### config.mk
export PLATFORM = sky130hd
export DESIGN_NAME = sd4_pp_accum_tree
export DESIGN_NICKNAME = d
export VERILOG_FILES = /design/src/rtl/sd4_pp_accum_tree.sv
export SDC_FILE = /design/constraint.sdc
export NUM_CORES = 1
export LEC_CHECK = 0
export BUFFER_PORTS_ARGS = -buffer_cell sky130_fd_sc_hd__buf_2
export CAP_MARGIN = 5
export CORE_MARGIN = 2
export CORE_UTILIZATION = 45
export CTS_BUF_LIST = sky130_fd_sc_hd__clkbuf_16
export DETAILED_ROUTE_END_ITERATION = 8
export GPL_ROUTABILITY_DRIVEN = 1
export GPL_TIMING_DRIVEN = 0
export PLACE_DENSITY = 0.74
export SYNTH_ARGS = -nofsm -noshare
export SYNTH_HDL_FRONTEND = slang
export SYNTH_SLANG_ARGS = --single-unit
### constraint.sdc
create_clock -name clk -period 7.9 [get_ports clk]
set_clock_uncertainty 0.05 [all_clocks]
set_input_delay 1.58 -clock clk [delete_from_list [all_inputs] [get_ports clk]]
set_output_delay 1.58 -clock clk [all_outputs]
set_load 0.01 [all_outputs]
### src/rtl/sd4_pp_accum_tree.sv
`default_nettype none
// ============================================================================
// Module   : sd4_pp_accum_tree
// Purpose  : Pipelined SD4 partial-product reduction tree feeding a packet
//            accumulator (one group per cycle, result per packet).
// Revision : 1.0 - initial release
// ============================================================================
module sd4_pp_accum_tree #(
  parameter int PP_W  = 16,
  parameter int N_PP  = 9,
  parameter int ACC_W = 32
) (
  input  logic                   clk,
  input  logic                   rst,
  input  logic                   in_valid,
  input  logic                   in_first,
  input  logic                   in_last,
  input  logic [N_PP*PP_W-1:0]   pp_bus,
  output logic                   out_valid,
  output logic [ACC_W-1:0]       out_sum,
  output logic [15:0]            out_count,
  output logic                   out_ovf
);

  localparam int c_d     = $clog2(N_PP);
  localparam int c_sum_w = PP_W + c_d;

  // Operands beyond a level's live count are held at zero, so pairing an odd
  // leftover with its zero neighbour is exactly the 1-bit sign-extended
  // pass-through. Sums are formed at the full tree width, which never
  // overflows and therefore matches level-by-level width growth bit for bit.
  logic signed [c_sum_w-1:0] w_src [0:c_d-1][0:2*N_PP-1];
  logic signed [c_sum_w-1:0] r_lvl [1:c_d][0:N_PP-1];

  logic [c_d:1] r_v, r_f, r_l;
  logic [c_d:0] w_vin, w_fin, w_lin;

  logic signed [ACC_W-1:0] r_acc, w_ext, w_add, w_acc_nx;
  logic [15:0]             r_cnt, w_cnt_nx;
  logic                    r_ovf, w_ovf_nx, w_add_ovf;

  logic                    r_out_valid;
  logic [ACC_W-1:0]        r_out_sum;
  logic [15:0]             r_out_count;
  logic                    r_out_ovf;

  assign w_vin = {r_v, in_valid};
  assign w_fin = {r_f, in_first};
  assign w_lin = {r_l, in_last};

  always_comb begin
    for (int k = 0; k < c_d; k++)
      for (int i = 0; i < 2*N_PP; i++)
        w_src[k][i] = '0;
    for (int i = 0; i < N_PP; i++)
      w_src[0][i] = c_sum_w'($signed(pp_bus[i*PP_W +: PP_W]));
    for (int k = 1; k < c_d; k++)
      for (int i = 0; i < N_PP; i++)
        w_src[k][i] = r_lvl[k][i];
  end

  // Tree data registers load only when the group in front of them is valid.
  always_ff @(posedge clk) begin
    for (int k = 1; k <= c_d; k++) begin
      if (w_vin[k-1]) begin
        for (int j = 0; j < N_PP; j++)
          r_lvl[k][j] <= w_src[k-1][2*j] + w_src[k-1][2*j+1];
      end
    end
  end

  always_ff @(posedge clk or posedge rst) begin
    if (rst) begin
      r_v <= '0;
      r_f <= '0;
      r_l <= '0;
    end else begin
      r_v <= w_vin[c_d-1:0];
      r_f <= w_fin[c_d-1:0];
      r_l <= w_lin[c_d-1:0];
    end
  end

  assign w_ext     = ACC_W'(r_lvl[c_d][0]);
  assign w_add     = r_acc + w_ext;
  assign w_add_ovf = (r_acc[ACC_W-1] == w_ext[ACC_W-1]) &&
                     (w_add[ACC_W-1] != r_acc[ACC_W-1]);

  always_comb begin
    w_acc_nx = w_add;
    w_cnt_nx = (r_cnt == 16'hFFFF) ? r_cnt : r_cnt + 16'd1;
    w_ovf_nx = r_ovf | w_add_ovf;
    if (w_fin[c_d]) begin
      w_acc_nx = w_ext;
      w_cnt_nx = 16'd1;
      w_ovf_nx = 1'b0;
    end
  end

  always_ff @(posedge clk or posedge rst) begin
    if (rst) begin
      r_acc       <= '0;
      r_cnt       <= '0;
      r_ovf       <= 1'b0;
      r_out_valid <= 1'b0;
      r_out_sum   <= '0;
      r_out_count <= '0;
      r_out_ovf   <= 1'b0;
    end else begin
      r_out_valid <= w_vin[c_d] & w_lin[c_d];
      if (w_vin[c_d]) begin
        r_acc <= w_acc_nx;
        r_cnt <= w_cnt_nx;
        r_ovf <= w_ovf_nx;
        if (w_lin[c_d]) begin
          r_out_sum   <= w_acc_nx;
          r_out_count <= w_cnt_nx;
          r_out_ovf   <= w_ovf_nx;
        end
      end
    end
  end

  assign out_valid = r_out_valid;
  assign out_sum   = r_out_sum;
  assign out_count = r_out_count;
  assign out_ovf   = r_out_ovf;

endmodule
`default_nettype wire

Word-level counts from Yosys, hierarchy flattened

Memory sizes are Yosys's and may differ from the RTL's.
Index checks and enable logic that the tools add are counted.
Widths: inputs -> output; s select.

Register bits after elaboration: 111
RAM bits: 400
Bits of input ports: 149
Output and inout port bits: 50
Logic and storage cells: 48
Memories kept: 1

Add/subtract/negate cells: 18
Equal/unequal tests: 3
Mux-type cells: 12
Bitwise operators: 2
Reduce and logical (&&, ||, !) cells: 2

Memory list:

| memory | depth | bits a word | read ports | clocked after Yosys merged registers in | write ports | RTL line | text |
|---|---|---|---|---|---|---|---|
| r_lvl  | 4     | 100         | 4          | 0                                       | 4           | 33       | `logic signed [c_sum_w-1:0] r_lvl [1:c_d][0:N_PP-1];` |

Operators with widths:

| kind                    | number |
|---|---|
| $add 20x20->20          | 6 |
| $add 16x16->17          | 4 |
| $add 20x20->20 const AB | 3 |
| $add 20x20->20 const B  | 3 |
| $add 32x20->32          | 1 |
| $mux 16                 | 2 |
| $mux 32                 | 1 |
| $add 16x1->16 const B   | 1 |
| $eq 16x16->1 const B    | 1 |
| $mux 1                  | 9 |
| $reduce_and 2->1        | 1 |
| $and 1x1->1             | 1 |
| $eq 1x1->1              | 1 |
| $logic_and 1x1->1       | 1 |
| $ne 1x1->1              | 1 |
| $or 1x1->1              | 1 |

Depth between registers and ports, before layout

Gate-level depths: netlist of the first run.
An unclocked memory read counts as a cell.

Depth after elaboration: 6
Mapped depth: 12
Mapped depth without buffers: 12

Worst setup path before layout of the first run

Ideal clock, no wire load.

Path type: input to register
Start: input pp_bus[97]
End: register, netlist name r_lvl[0][135]
Library setup time: 0.258 ns
Arrival: 3.324 ns
Required time: 7.592 ns
Setup slack: 4.268 ns
Cell stages on the path: 10
Path buffers: 0
Path through: ha_1 a21o_1 a21o_1 a21oi_1 o21ai_0 a221oi_1 a21oi_1 a21o_1 a21oi_1 xnor2_1

RTL lines:

| element            | RTL line | text |
|---|---|---|
| start: declaration | 18       | `input logic [N_PP*PP_W-1:0] pp_bus,` |

==> flow_metrics.env, run 1 <==
export IMPL_status="completed"
export IMPL_viasPerCell=5.35
export IMPL_dieHeight_um=203
export IMPL_clockRootBuffer="clkbuf_16"
export IMPL_worstSetupPathType="primary input to flip-flop"
export IMPL_die_w_um=203
export IMPL_wirelength_um=38200
export IMPL_drtAntennaViolNets=0
export IMPL_hold_end="r_f[4]"
export IMPL_tritoncts="done"
export IMPL_period_needed_ns=3.72
export IMPL_nets=2225
export IMPL_min_path_type="flip-flop to flip-flop"
export IMPL_synth_area_leaders="edfxtp_1 (33%), dfrtp_1 (16%), ha_1 (12%), xnor2_1 (5.4%), a21oi_1 (4.0%)"
export IMPL_pin_count=199
export IMPL_fin_ws_ns=4.18
export IMPL_dp_hpwl_um=29900
export IMPL_worstMarginPinSlew_ns=0.806
export IMPL_holdWs_ns=0.293
export IMPL_maxSlewViolCount=0
export IMPL_drtIter0Drc=540
export IMPL_busiest_layer="met2"
export IMPL_seq_area_frac_synth_pct=48.8
export IMPL_area_growth_pct=15.8
export IMPL_grt_pass1_wl_um=63200
export IMPL_use_met1_pct=23.2
export IMPL_drc=0
export IMPL_h_tree_depth=2
export IMPL_async_flop_share_pct=36.2
export IMPL_cts_resized=0
export IMPL_yosysWarnings=0
export IMPL_ir_drop_v=0.000215
export IMPL_placed_cell_area_um2=19500
export IMPL_clkTransAtPathRegs_ns=0.06
export IMPL_grt_start_max_net_pins=74
export IMPL_drv_cap=0
export IMPL_synth_top_cell_area_share_pct=33.2
export IMPL_synth_flop_cell="edfxtp_1"
export IMPL_syn_instance_count=1661
export IMPL_grt_total_usage_pct=18.8
export IMPL_postCtsHoldBufs=0
export IMPL_cts_made_buffers=34
export IMPL_reg2regPathDepth=10
export IMPL_setup_violations=0
export IMPL_synth_edf_count=196
export IMPL_cts_setup_buffers=0
export IMPL_synth_area_um2=17700
export IMPL_max_slew_margin_pct=46.3
export IMPL_dr_pass1_iters=5
export IMPL_port_buffers=198
export IMPL_met2_usage_pct=34.0
export IMPL_clock_sinks=307
export IMPL_vias=13100
export IMPL_min_from="r_f[3]"
export IMPL_syn_avg_cell_area_um2=10.7
export IMPL_final_cells=2443
export IMPL_clockBufferDepth=3
export IMPL_min_path_cells=0
export IMPL_endpoint_kind="flip-flop"
export IMPL_drive_gt1_share_pct=14.4
export IMPL_finalHoldViolations=0
export IMPL_reg2reg_from="r_lvl[0][488]"
export IMPL_worstPathRequired_ns=8.12
export IMPL_place_gp_congestion=0.856
export IMPL_p_per_area_nw_per_um2=359
export IMPL_core_area_um2=38700
export IMPL_routedWlPerCell_um=15.6
export IMPL_dieArea_um2=41000
export IMPL_path_max_fanout=2
export IMPL_fmax_ghz=0.269
export IMPL_synth_nets=1987
export IMPL_clk_latency_ns=0.52
export IMPL_rsz0062_at_grt="no"
export IMPL_grt_pass1_vias=13000
export IMPL_use_met3_pct=2.84
export IMPL_antenna_found_initial=3
export IMPL_leakage_nw=8.96
export IMPL_dpl_cell_count=2380
export IMPL_pre_cts_ws_ns=3.66
export IMPL_tns_ns=0
export IMPL_rows=72
export IMPL_arrival_ns=3.93
export IMPL_finalCritPeriodShare_pct=47.0
export IMPL_rrSetupSlack_ns=4.29
export IMPL_gr_total_overflow=0
export IMPL_rr_endpoint="r_acc[29]"
export IMPL_start_util_pct=45.8
export IMPL_synth_top_area_cell="edfxtp_1"
export IMPL_design_area_um2=20500
export IMPL_cp_start_kind="primary input"
export IMPL_yosysUniqueCellTypes=67
export IMPL_synth_seq_cells=307
[kinds of logic (layout without fill, tap and decap cells)]
logic type	after synthesis	after routing	share of synthesized area, %
fa+ha+maj	177	177	12.9
flops	307	307	48.8
simple gates	436	436	11.3
compound gates	474	474	16.8
buf+inv	110	373	2.33
other cells	0	1	0
xor+xnor	146	146	7.21
mux	11	11	0.670
[critical path: stages]
cell      delay [ns]
buf_2           0.12
ha_1            0.21
inv_1           0.07
fa_1            0.20
nor2b_1         0.05
o21ai_0         0.20
a21boi_0        0.15
o21ai_0         0.32
a21oi_1         0.15
o41ai_1         0.46
o22ai_1         0.20
nor2_1          0.15
xnor2_1         0.08
[registers in the layout, indices dropped and copies added, names as in the netlist]
| name | count |
|---|---|
| r_cnt | 16 |
| r_l | 4 |
| r_f | 4 |
| out_valid | 1 |
| r_lvl | 196 |
| out_count | 16 |
| r_ovf | 1 |
| r_acc | 32 |
| r_v | 4 |
| out_sum | 32 |
| out_ovf | 1 |
[how the worst max path moves through the flow]
| stage | end | start | cells after the start | slack, ns |
|---|---|---|---|---|
| 2_1_floorplan | out_count[0] | rst | 1 | 3.34 |
| 3_3_place_gp | r_l[1] | rst | 2 | 1.95 |
| 3_5_place_dp | r_lvl[0][194] | pp_bus[0] | 13 | 3.66 |
| 4_1_cts | r_lvl[0][194] | pp_bus[0] | 13 | 4.18 |
| 5_1_grt | r_lvl[0][194] | pp_bus[0] | 13 | 3.86 |
| 6_report | r_lvl[0][194] | pp_bus[0] | 13 | 4.18 |
[Yosys cell counts, types with 3 or more instances]
cell type / n
buf_1: 3
a21o_1: 47
o21a_1: 24
and2_1: 10
or4_1: 3
or4b_2: 4
o21ba_2: 5
a22o_1: 10
or3_1: 11
o211ai_1: 4
a211o_1: 5
nand3_1: 22
o21ai_1: 3
mux2i_1: 4
o21bai_1: 4
a221oi_1: 6
a221o_1: 4
xor2_1: 36
a41oi_1: 5
nor2_1: 152
xnor2_1: 110
a211oi_1: 16
nor2b_1: 26
o22ai_1: 6
nand2_1: 135
o41ai_1: 5
a31oi_1: 9
a21boi_0: 12
o21ai_0: 126
o211a_1: 3
nand2b_1: 13
clkbuf_1: 27
nand4_1: 5
inv_1: 79
and4_1: 5
a21oi_1: 143
nor3_1: 35
mux2_2: 7
fa_1: 9
dfrtp_1: 111
o31ai_1: 12
edfxtp_1: 196
and3_1: 7
ha_1: 168
a2111oi_0: 5
[metal layers]
metal,wire length [um],vias up
met3,1860,77
met5,23,-
li1,-,6558
met1,16500,6102
met2,18800,340
met4,977,4
[power by group]
| group | internal [mW] | leakage, nW | switching [mW] |
|---|---|---|---|
| Combinational | 1.48 | 5.11 | 1.89 |
| Clock | 0.870 | 0.557 | 0.617 |
| Sequential | 2.28 | 3.29 | 0.236 |
| Total | 4.63 | 8.96 | 2.75 |
[cells in the final DEF, fill, tap and decap left out, drive strengths merged, types with 11 or more instances in the layout]
master | Yosys | final
buf | 3 | 205
edfxtp | 196 | 196
ha | 168 | 168
nor2 | 152 | 152
a21oi | 143 | 143
nand2 | 135 | 135
o21ai | 129 | 129
dfrtp | 111 | 111
xnor2 | 110 | 110
inv | 79 | 93
clkbuf | 27 | 62
a21o | 49 | 49
xor2 | 36 | 36
nor3 | 35 | 35
nor2b | 26 | 26
o21a | 24 | 24
nand3 | 22 | 22
a211oi | 16 | 16
a21boi | 14 | 14
nand2b | 13 | 13
o31ai | 12 | 12
or3 | 11 | 11
a31oi | 11 | 11
[layout make-up]
| cell class | count | area [um^2] |
|---|---|---|
| fillers | 3418 | 18200 |
| flip-flops and latches | 307 | 8660 |
| multi-input cells | 1244 | 8660 |
| repair buffers | 202 | 1100 |
| clock buffers | 35 | 876 |
| well taps | 518 | 648 |
| inverters | 80 | 303 |
| clock inverters | 26 | 178 |
| plain buffers | 30 | 113 |
| diodes | 1 | 2.50 |
[through the flow]
stage,util [%],total power [mW]
CTS,52.9,7.39
finish,53.0,7.37
global route,53.0,7.92
global placement,50.0,5.78
floorplan,-,5.04
detailed placement,50.2,5.88
No activity file was read; power rests on OpenSTA's default activity.
==> run 2, diff against run 1 <==
--- a/config.mk
+++ b/config.mk
@@ -13,7 +13,7 @@
 export DETAILED_ROUTE_END_ITERATION = 8
 export GPL_ROUTABILITY_DRIVEN = 1
 export GPL_TIMING_DRIVEN = 0
-export PLACE_DENSITY = 0.74
+export PLACE_DENSITY = 0.76
 export SYNTH_ARGS = -nofsm -noshare
 export SYNTH_HDL_FRONTEND = slang
 export SYNTH_SLANG_ARGS = --single-unit
==> constraint.sdc (replaced) <==
create_clock -name clk -period 3.05 [get_ports clk]
set_clock_uncertainty 0.05 [all_clocks]
set_input_delay 0.61 -clock clk [delete_from_list [all_inputs] [get_ports clk]]
set_output_delay 0.61 -clock clk [all_outputs]
set_load 0.01 [all_outputs]
==> run 2 against run 1 <==
Net effect: power rose to 2.6 times the previous value; flip-flop and latch count did not move; critical path depth fell by 1; register-to-register slack got worse by 4.2 ns; wire length up 1.7%; worst hold slack lost 0.14 ns; sequential share of layout area shrank 0.44 points; largest power group unchanged; largest cell class is now multi-input gates; setup slack worse by 4.1 ns.
==> flow_metrics.env, run 2 (synthesis results as in run 1) <==
export IMPL_cp_start_kind="flip-flop"
export IMPL_postCtsHoldBufs=0
export IMPL_crit_family="compound AO/OA/AOI/OAI gates"
export IMPL_endpoint_kind="flip-flop"
export IMPL_top_register="r_lvl"
export IMPL_maxSlewViolCount=0
export IMPL_dieArea_um2=41000
export IMPL_start_util_pct=45.8
export IMPL_arrival_ns=3.32
export IMPL_ir_drop_v=0.000406
export IMPL_fin_ws_ns=0.0465
export IMPL_clkTransAtPathRegs_ns=0.05
export IMPL_final_cells=2451
export IMPL_gr_total_overflow=0
export IMPL_routedWlPerCell_um=15.8
export IMPL_multi_input_comb_area_um2=8800
export IMPL_status="completed"
export IMPL_grt_start_max_net_pins=75
export IMPL_drtIter0Drc=569
export IMPL_fillCellCount=3434
export IMPL_port_buffers=198
export IMPL_clockRootBuffer="clkbuf_16"
export IMPL_dpl_cell_count=2381
export IMPL_wirelength_um=38800
export IMPL_core_area_um2=38700
export IMPL_path_depth=12
export IMPL_antenna_found_initial=4
export IMPL_fmax_ghz=0.333
export IMPL_min_path_type="primary input to flip-flop"
export IMPL_final_seq_area_um2=8660
export IMPL_min_path_cells=1
export IMPL_grt_pass1_wl_um=62900
export IMPL_most_common_layout_cells="buf_2 (197), edfxtp_1 (196), ha_1 (166), nor2_1 (152), a21oi_1 (140)"
export IMPL_place_gp_congestion=0.918
export IMPL_tritoncts="done"
export IMPL_clockBufferDepth=3
export IMPL_viasPerCell=5.34
export IMPL_slowest_stage="or4b_4"
export IMPL_rows=72
export IMPL_pin_count=199
export IMPL_reg2regPathDepth=12
export IMPL_worstSetupPathType="flip-flop to flip-flop"
export IMPL_crit_chain="ha_4, inv_2, fa_2, nor2b_2, o31a_1, o22a_2, nor3b_4, or4b_4, a31oi_2, xnor2_1, a21boi_2, a21oi_1"
export IMPL_pre_cts_ws_ns=-0.498
export IMPL_worstPathRequired_ns=3.36
export IMPL_rsz0062_at_grt="yes"
export IMPL_grt_total_usage_pct=18.8
export IMPL_clock_sinks=307
export IMPL_drv_cap=0
export IMPL_max_slew_margin_pct=47.4
export IMPL_vias=13100
export IMPL_drive_gt1_share_pct=15.9
export IMPL_p_total_mw=19.4
export IMPL_path_max_fanout=4
export IMPL_holdWs_ns=0.158
export IMPL_nets=2233
export IMPL_h_tree_depth=2
export IMPL_die_w_um=203
export IMPL_finalCritPeriodShare_pct=98.5
export IMPL_drtAntennaViolNets=0
export IMPL_layout_commonest_cell="buf_2"
export IMPL_worstMarginPinSlew_ns=0.787
export IMPL_grt_pass1_vias=12900
export IMPL_cpPeakStageDelay_ns=0.53
export IMPL_cp_num_buf_inv=1
export IMPL_dr_pass1_iters=5
export IMPL_finalHoldViolations=0
export IMPL_setup_violations=0
export IMPL_drc=0
export IMPL_clk_latency_ns=0.52
export IMPL_cts_made_buffers=34
export IMPL_period_needed_ns=3.00
export IMPL_area_growth_pct=17.0
export IMPL_final_core_util_pct=53.6
export IMPL_p_per_area_nw_per_um2=937
export IMPL_dieHeight_um=203
export IMPL_largest_reg_flops=196
export IMPL_dp_hpwl_um=30000
export IMPL_leakage_nw=9.03
run 2: cell types whose count changed in the layout (fill, tap and decap cells not counted), moves of 3 or more:
cell	change
buf_4	+7
o21ai_1	+3
a211oi_1	-5
o21ai_0	-3
a21boi_2	+4
a21oi_1	-3
a21boi_0	-6
a211oi_2	+3
a21oi_2	+3
run 2: worst register-to-register path: stages, from the launching register on:
cell and delay [ns]:
edfxtp_1 0.43, ha_4 0.20, inv_2 0.06, fa_2 0.21, nor2b_2 0.06, o31a_1 0.28
o22a_2 0.26, nor3b_4 0.18, or4b_4 0.53, a31oi_2 0.17, xnor2_1 0.10, a21boi_2 0.25
a21oi_1 0.10
run 2: timing repair:
action,CTS,global route
endpoints found under the setup margin,16,30
pin swaps,4,10
hold endpoints to repair,0,0
buffers inserted,5,2
resized for setup,11,27
run 2: per-stage QoR:
stage          TNS [ns]  instance area [um^2]
2_1_floorplan         0                 17700
3_3_place_gp      -3.57                 19400
3_5_place_dp      -4.65                 19500
4_1_cts               0                 20600
5_1_grt          -0.399                 20800
6_report              0                 20800
run 2: layout make-up:
cell class | instances | area share [%]
flip-flops and latches | 307 | 41.7
clock buffers | 35 | 4.22
multi-input cells | 1244 | 42.4
diodes | 1 | 0.0121
repair buffers | 210 | 5.59
clock inverters | 26 | 0.886
well taps | 518 | 3.12
plain buffers | 30 | 0.543
inverters | 80 | 1.46
run 2: path summary, 6_finish.rpt:
kind | slack, ns | startpoint | to
hold / removal | 0.16 | in_last | r_l[1]
max in group asynchronous | 2.09 | rst | r_f[4]
min in group asynchronous | 0.20 | rst | r_v[2]
hold reg to reg | 0.30 | r_f[1] | r_f[2]
setup / recovery | 0.05 | r_lvl[0][480] | r_acc[28]
setup reg to reg | 0.05 | r_lvl[0][480] | r_acc[28]
run 2: routing by layer:
metal | global-route usage (%) | wire length (um) | vias up
li1 | - | - | 6574
met1 | 22.9 | 16300 | 6090
met2 | 34.2 | 19500 | 347
met3 | 3.37 | 2150 | 65
met4 | 5.11 | 831 | 6
met5 | 0 | 41 | -
run 2: power by group:
part           switching, mW  leakage (nW)  internal (mW)
combinational           5.10          5.19           4.03
clock                   1.58         0.552           2.25
sequential             0.591          3.29           5.89
total                   7.27          9.03           12.2
==> run 3, diff against run 2 <==
--- a/config.mk
+++ b/config.mk
@@ -13,7 +13,7 @@
 export DETAILED_ROUTE_END_ITERATION = 8
 export GPL_ROUTABILITY_DRIVEN = 1
 export GPL_TIMING_DRIVEN = 0
-export PLACE_DENSITY = 0.76
+export PLACE_DENSITY = 0.66
 export SYNTH_ARGS = -nofsm -noshare
 export SYNTH_HDL_FRONTEND = slang
 export SYNTH_SLANG_ARGS = --single-unit
==> run 3 against run 2 <==
Net effect: non-clock buffer count down 1; setup slack gained 0.020 ns; via count decreased by 1.5%; first-iteration DRC count decreased by 3.5%; sequential power hardly changed; critical path depth unchanged; wire length is 1.4% lower; global-route usage fell by 0.13 points; utilization fell by 0.15 points; cell count barely moved; highest routed layer unchanged.
==> flow_metrics.env, run 3 (synthesis results as in run 1) <==
export IMPL_status="completed"
export IMPL_dpl_cell_count=2381
export IMPL_worstSetupPathType="flip-flop to flip-flop"
export IMPL_nets=2233
export IMPL_final_cells=2450
export IMPL_pin_count=199
export IMPL_grt_start_max_net_pins=72
export IMPL_slowest_stage="or4b_4"
export IMPL_arrival_ns=3.30
export IMPL_min_path_cells=1
export IMPL_crit_family="compound AO/OA/AOI/OAI gates"
export IMPL_clockBufferDepth=3
export IMPL_p_comb_share_pct=47.1
export IMPL_design_area_um2=20700
export IMPL_drc=0
export IMPL_seqPwrFrac_pct=33.5
export IMPL_clock_sinks=307
export IMPL_place_gp_congestion=0.900
export IMPL_min_path_type="primary input to flip-flop"
export IMPL_vias=12900
export IMPL_worstPathRequired_ns=3.36
export IMPL_dp_hpwl_um=29800
export IMPL_clkTransAtPathRegs_ns=0.06
export IMPL_holdWs_ns=0.162
export IMPL_placed_cell_area_um2=19500
export IMPL_pre_cts_ws_ns=-0.502
export IMPL_setup_violations=0
export IMPL_area_growth_pct=16.7
export IMPL_clk_latency_ns=0.52
export IMPL_fmax_ghz=0.335
export IMPL_dr_pass1_iters=4
export IMPL_routedWlPerCell_um=15.6
export IMPL_internal_power_mw=12.1
export IMPL_cpPeakStageDelay_ns=0.54
export IMPL_reg2regPathDepth=12
export IMPL_final_seq_area_um2=8670
export IMPL_top_register="r_lvl"
export IMPL_fin_ws_ns=0.0664
export IMPL_tritoncts="done"
export IMPL_layout_commonest_cell="buf_2"
export IMPL_cp_num_buf_inv=1
export IMPL_finalCritPeriodShare_pct=97.8
export IMPL_grt_total_usage_pct=18.7
export IMPL_wirelength_um=38300
export IMPL_swShare_pct=37.5
export IMPL_worstMarginPinSlew_ns=0.843
export IMPL_start_util_pct=45.8
export IMPL_viasPerCell=5.26
export IMPL_finalHoldViolations=0
export IMPL_port_buffers=198
export IMPL_final_core_util_pct=53.4
export IMPL_max_slew_margin_pct=43.7
export IMPL_ir_drop_v=0.000494
export IMPL_dieArea_um2=41000
export IMPL_h_tree_depth=2
export IMPL_maxSlewViolCount=0
export IMPL_largest_reg_flops=196
export IMPL_tns_ns=0
export IMPL_die_w_um=203
export IMPL_period_needed_ns=2.98
export IMPL_most_common_layout_cells="buf_2 (197), edfxtp_1 (196), ha_1 (165), nor2_1 (152), a21oi_1 (140)"
export IMPL_rows=72
export IMPL_crit_chain="ha_2, inv_1, fa_2, nor2b_2, o31a_1, o22a_2, nor3b_4, or4b_4, a31oi_4, xnor2_1, a21boi_2, a21oi_2"
export IMPL_p_total_mw=19.3
export IMPL_path_max_fanout=4
export IMPL_grt_pass1_vias=12700
export IMPL_antenna_found_initial=4
export IMPL_dieHeight_um=203
export IMPL_endpoint_kind="flip-flop"
export IMPL_drtIter0Drc=549
export IMPL_gr_total_overflow=0
export IMPL_p_per_area_nw_per_um2=933
export IMPL_drv_cap=0
export IMPL_path_depth=12
export IMPL_p_switching_mw=7.25
export IMPL_grt_pass1_wl_um=62400
export IMPL_core_area_um2=38700
export IMPL_drive_gt1_share_pct=16.2
export IMPL_rsz0062_at_grt="yes"
export IMPL_leakage_nw=8.98
export IMPL_clkPwrFrac_pct=19.3
export IMPL_fillCellCount=3472
export IMPL_multi_input_comb_area_um2=8800
export IMPL_cp_start_kind="flip-flop"
export IMPL_drtAntennaViolNets=0
export IMPL_cts_made_buffers=35
export IMPL_clockRootBuffer="clkbuf_16"
export IMPL_postCtsHoldBufs=0
==> run 3: layer usage <==
layer  global-route usage, %  wire length [um]
met5                       0                42
met4                    4.90               806
met3                    2.95              1710
met2                    34.0             19200
met1                    23.0             16500
==> run 3: power by group through the flow <==
stage / combinational [mW] / sequential (mW) / clock, mW
finish: 9.11 / 6.48 / 3.73
global route: 10.3 / 6.60 / 4.01
CTS: 8.81 / 6.48 / 3.84
detailed placement: 8.62 / 6.59 / 0
global placement: 8.44 / 6.58 / 0
floorplan: 6.60 / 6.46 / 0
==> run 3: worst register-to-register path, cell delays in order (launching register included) <==
cell and delay [ns]:
edfxtp_1 0.40, ha_2 0.21, inv_1 0.07, fa_2 0.21
nor2b_2 0.05, o31a_1 0.27, o22a_2 0.25, nor3b_4 0.18
or4b_4 0.54, a31oi_4 0.16, xnor2_1 0.09, a21boi_2 0.26
a21oi_2 0.09
==> run 3: layout make-up <==
class / instances / area share [%]
antenna: 1 / 0.0121
timing repair buffer: 209 / 5.48
buffer: 30 / 0.544
clock inverter: 25 / 0.611
tap: 518 / 3.13
clock buffer: 36 / 4.35
sequential: 307 / 41.9
multi-input combinational: 1244 / 42.5
inverter: 80 / 1.47
==> run 3: path summary, 6_finish.rpt <==
| path | startpoint | endpoint | slack (ns) |
|---|---|---|---|
| setup / recovery | r_lvl[0][480] | r_acc[28] | 0.07 |
| hold / removal | in_last | r_l[1] | 0.16 |
| setup reg to reg | r_lvl[0][480] | r_acc[28] | 0.07 |
| hold reg to reg | r_l[2] | r_l[3] | 0.30 |
| max in group asynchronous | rst | r_f[4] | 2.04 |
| min in group asynchronous | rst | out_count[9] | 0.20 |
==> run 3: repair_timing <==
action,in CTS,in global routing
setup buffers,5,2
resized for setup,9,30
endpoints found under the setup margin,15,33
cloned,0,0
pin swaps,3,7
